`config.mk`:
```
export PLATFORM = sky130hd
export DESIGN_NAME = pixel_compositor
export DESIGN_NICKNAME = d
export VERILOG_FILES = /design/src/rtl/pixel_compositor.sv
export SDC_FILE = /design/constraint.sdc
export NUM_CORES = 1
export LEC_CHECK = 0
export CORE_ASPECT_RATIO = 0.7
export CORE_MARGIN = 1.5
export CORE_UTILIZATION = 35
export DETAILED_ROUTE_END_ITERATION = 16
export PLACE_DENSITY = 0.87
export SLEW_MARGIN = 40
export SYNTH_ARGS = -nofsm -noshare
export SYNTH_HDL_FRONTEND = slang
export SYNTH_SLANG_ARGS = --single-unit
```
`constraint.sdc`:
```
create_clock -name clock -period 1.6 [get_ports clock]
set_clock_uncertainty 0.1 [all_clocks]
set_input_delay 0.16 -clock clock [delete_from_list [all_inputs] [get_ports clock]]
set_output_delay 0.16 -clock clock [all_outputs]
set_load 0.005 [all_outputs]
```
`src/rtl/pixel_compositor.sv`:
```
// Final video stage: picks the highest-priority opaque sprite layer or the background,
// blanks outside active video, realigns syncs with the pixel path, and generates a frame blink gate.
module pixel_compositor #(
  parameter int NUM_LAYERS   = 4,
  parameter int SPRITE_LAT   = 1,
  parameter int BLINK_FRAMES = 30
) (
  input  logic                    clock,
  input  logic                    reset_n,
  input  logic                    hsync_in,
  input  logic                    vsync_in,
  input  logic                    video_on,
  input  logic [NUM_LAYERS-1:0]   layer_en,
  input  logic [NUM_LAYERS-1:0]   layer_data,
  input  logic [8*NUM_LAYERS-1:0] layer_rgb,
  input  logic [7:0]              bg_rgb,
  input  logic [NUM_LAYERS-1:0]   blink_mask,
  output logic [2:0]              red,
  output logic [2:0]              green,
  output logic [1:0]              blue,
  output logic                    hsync,
  output logic                    vsync,
  output logic                    blink_phase
);

  localparam logic [5:0] FRAME_LAST = 6'(BLINK_FRAMES - 1);

  logic [SPRITE_LAT-1:0] hs_pipe;
  logic [SPRITE_LAT-1:0] vs_pipe;
  logic [SPRITE_LAT-1:0] von_pipe;
  logic                  hs_del;
  logic                  vs_del;
  logic                  von_del;
  logic                  vs_prev_reg;
  logic                  vs_fall;
  logic [5:0]            frame_cnt_reg;
  logic [NUM_LAYERS-1:0] qual;
  logic [7:0]            sel_rgb;
  logic [7:0]            rgb_reg;

  // Syncs and video_on are delayed to land in the same cycle as the renderer outputs.
  generate
    for (genvar gi = 0; gi < SPRITE_LAT; gi++) begin : g_delay
      always_ff @(posedge clock) begin
        if (!reset_n) begin
          hs_pipe[gi]  <= 1'b1;
          vs_pipe[gi]  <= 1'b1;
          von_pipe[gi] <= 1'b0;
        end else if (gi == 0) begin
          hs_pipe[gi]  <= hsync_in;
          vs_pipe[gi]  <= vsync_in;
          von_pipe[gi] <= video_on;
        end else begin
          hs_pipe[gi]  <= hs_pipe[(gi > 0) ? gi - 1 : 0];
          vs_pipe[gi]  <= vs_pipe[(gi > 0) ? gi - 1 : 0];
          von_pipe[gi] <= von_pipe[(gi > 0) ? gi - 1 : 0];
        end
      end
    end
  endgenerate

  assign hs_del  = hs_pipe[SPRITE_LAT-1];
  assign vs_del  = vs_pipe[SPRITE_LAT-1];
  assign von_del = von_pipe[SPRITE_LAT-1];

  // A disabled renderer may hold stale data, so enable gates the opaque flag.
  generate
    for (genvar gi = 0; gi < NUM_LAYERS; gi++) begin : g_qual
      assign qual[gi] = layer_en[gi] & layer_data[gi] & ~(blink_mask[gi] & ~blink_phase);
    end
  endgenerate

  // Scan from lowest priority upward so the lowest qualified index overrides.
  always_comb begin
    sel_rgb = bg_rgb;
    for (int i = NUM_LAYERS - 1; i >= 0; i--) begin
      if (qual[i]) sel_rgb = layer_rgb[8*i +: 8];
    end
  end

  always_ff @(posedge clock) begin
    if (!reset_n) begin
      rgb_reg <= 8'h00;
      hsync   <= 1'b1;
      vsync   <= 1'b1;
    end else begin
      rgb_reg <= von_del ? sel_rgb : 8'h00;
      hsync   <= hs_del;
      vsync   <= vs_del;
    end
  end

  assign red   = rgb_reg[7:5];
  assign green = rgb_reg[4:2];
  assign blue  = rgb_reg[1:0];

  assign vs_fall = vs_prev_reg & ~vs_del;

  always_ff @(posedge clock) begin
    if (!reset_n) begin
      vs_prev_reg   <= 1'b1;
      frame_cnt_reg <= 6'd0;
      blink_phase   <= 1'b1;
    end else begin
      vs_prev_reg <= vs_del;
      if (vs_fall) begin
        if (frame_cnt_reg >= FRAME_LAST) begin
          frame_cnt_reg <= 6'd0;
          blink_phase   <= ~blink_phase;
        end else begin
          frame_cnt_reg <= frame_cnt_reg + 6'd1;
        end
      end
    end
  end

endmodule

```
==> qor.csv <==
metric;value;unit
Max-Cap Viols;0;
synthesized flop and latch total;20;
Least-Margin Pin Slew;0.474;ns
first-pass GRT wire length;4980;um
Setup Viol. Count Final;0;
DR iter-0 viols;38;
critical path type;flop to flop;
Mapped Cells;125;
Initial Util;36.3;%
chip width;71.1;um
setup TNS;0;ns
Final nets;262;
Finished Core Util;63.5;%
Post-synth EDFFs;0;
share of cells above drive strength 1;12.4;%
fin crit period;1.53;ns
Pins Over Slew Limit;0;
die footprint;3600;sq um
DRT Pass-1 Iters;4;
RD Place Congestion;0.712;
drt drc;0;
grt ovf;0;
Netlist cell types;40;
Synth Cell Area;1130;sq um
Synth top area share;35.3;%
Synth Warn #;0;
CTS Sinks;20;
crit-path max FO;5;
Post-synth top cells;20 x dfxtp_1, 10 x o21ai_0, 7 x inv_1, 7 x nor2_1;
Die H;50.6;um
Critical Path RT;1.70;ns
outcome;finished clean;
# IOs;68;
clock buffer depth;2;
Reg clk slew, reported paths;0.08;ns
vias in the first global route;1079;
cell total after placement;235;
syn_nets;185;
HP Class;flop to flop;
final total power;1.33;mW
core footprint;3130;sq um
pre-CTS WS;-0.210;ns
Worst slew margin;68.4;%
Post-Layout Cell Count;239;
dominant synthesized flop cell;dfxtp_1;
worst skew pair latency;0.26;ns
CTS root buf;clkbuf_8;
Worst Path Arrival;1.63;ns
fmax;0.653;GHz
IO buf count;67;
PD cells;669;nW/um^2
most numerous cell in the Yosys netlist;dfxtp_1;
Setup WS post-layout;0.0675;ns
H-tree levels;1;
Mean Syn Cell Area;9.08;sq um
Via Count;1183;
final period utilization;95.8;%
area leader, netlist;dfxtp_1;
GRT Util Overall;18.0;%
largest net degree at the start of global routing;13;
hold_buf cts;0;
CP Capture Type;flop;
Area contributors post-synth;dfxtp_1 35%, and4_1 4.6%, o21ai_0 4.4%;
CTS Buf Count;3;
VDD IR max;0.000399;V
type of element launching the critical path;flop;
Largest register FFs;8;
DR WL/cell;13.4;um
Leak;0.730;nW
Fin. Hold Viols;0;
Routed Antenna Nets;0;
FFs w/ async S/R, synth;0;%
initial antenna violation count;0;
drt total wl;3200;um
ant diodes;0;
post-DP HPWL;2640;um
FP Rows;17;
Area Growth Syn to Fin;74.9;%
CTS tree;built;
vias per inst;4.95;
register area share after synthesis;35.3;%
-- logic make-up (layout without fill, tap and decap cells) --
family	after synthesis	after routing	synth area share [%]
AOI/OAI and AO/OA	41	41	27.0
xor gates and xnor gates	4	4	3.09
adders and majority gates	3	3	3.31
buffers and inverters	11	87	4.74
DFF	20	20	35.3
muxes	3	3	2.65
and+or+nand+nor	43	43	23.9
-- cells in the final DEF, fill, tap and decap left out, types with 6 or more instances in the layout --
cell type,instances
inv_1,7
buf_4,8
nor2_1,7
nand2b_1,6
clkdlybuf4s50_1,67
o21ai_0,10
dfxtp_1,19
and4_1,6
-- metal layers --
layer,vias up,global-route usage [%],routed length [um]
met3,2,4.02,215
met5,-,0,0
li1,621,-,-
met1,520,25.0,1520
met4,0,3.77,20
met2,40,28.7,1440
-- critical path, stage by stage, from the launching register on --
cell	delay [ns]
dfxtp_1	0.41
inv_1	0.08
ha_1	0.20
nand2b_1	0.08
a41oi_2	0.15
or3_1	0.37
nand3_1	0.09
-- power by group --
part / switching [mW] / internal (mW) / total, mW / leakage [nW]
combinational: 0.101 / 0.195 / 0.296 / 0.532
clock: 0.176 / 0.334 / 0.510 / 0.0357
sequential: 0.00746 / 0.514 / 0.522 / 0.163
total: 0.285 / 1.04 / 1.33 / 0.730
-- area by class of cell --
| cell class | count | area (sq um) |
|---|---|---|
| clock buffer | 3 | 41.3 |
| clock inverter | 1 | 30.0 |
| fill | 254 | 1140 |
| inverter | 7 | 26.3 |
| multi-input combinational | 94 | 696 |
| sequential | 20 | 402 |
| tap | 38 | 47.5 |
| timing repair buffer | 76 | 742 |
-- final timing paths --
check / end / slack, ns / depth (start not counted) / startpoint
setup reg to reg: blink_phase / 0.07 / 6 / frame_cnt_reg[0]
hold reg to reg: hsync / 0.31 / 1 / hs_del
hold / removal: hsync / 0.31 / 1 / hs_del
setup / recovery: blink_phase / 0.07 / 6 / frame_cnt_reg[0]
-- stage by stage --
| step | hold WS (ns) | instance area, sq um |
|---|---|---|
| floorplan | 0.132 | 1130 |
| global placement | 0.290 | 1890 |
| detailed placement | 0.295 | 1890 |
| CTS | 0.315 | 1960 |
| global route | 0.338 | 1980 |
| finish | 0.312 | 1980 |
-- repair_timing --
| item | in CTS | in global routing |
|---|---|---|
| resized for setup | 0 | 4 |
| setup buffers | 0 | 0 |
| hold endpoints to repair | 0 | 0 |
| setup endpoints to repair | 0 | 10 |
(Power assumes the default switching activity.)
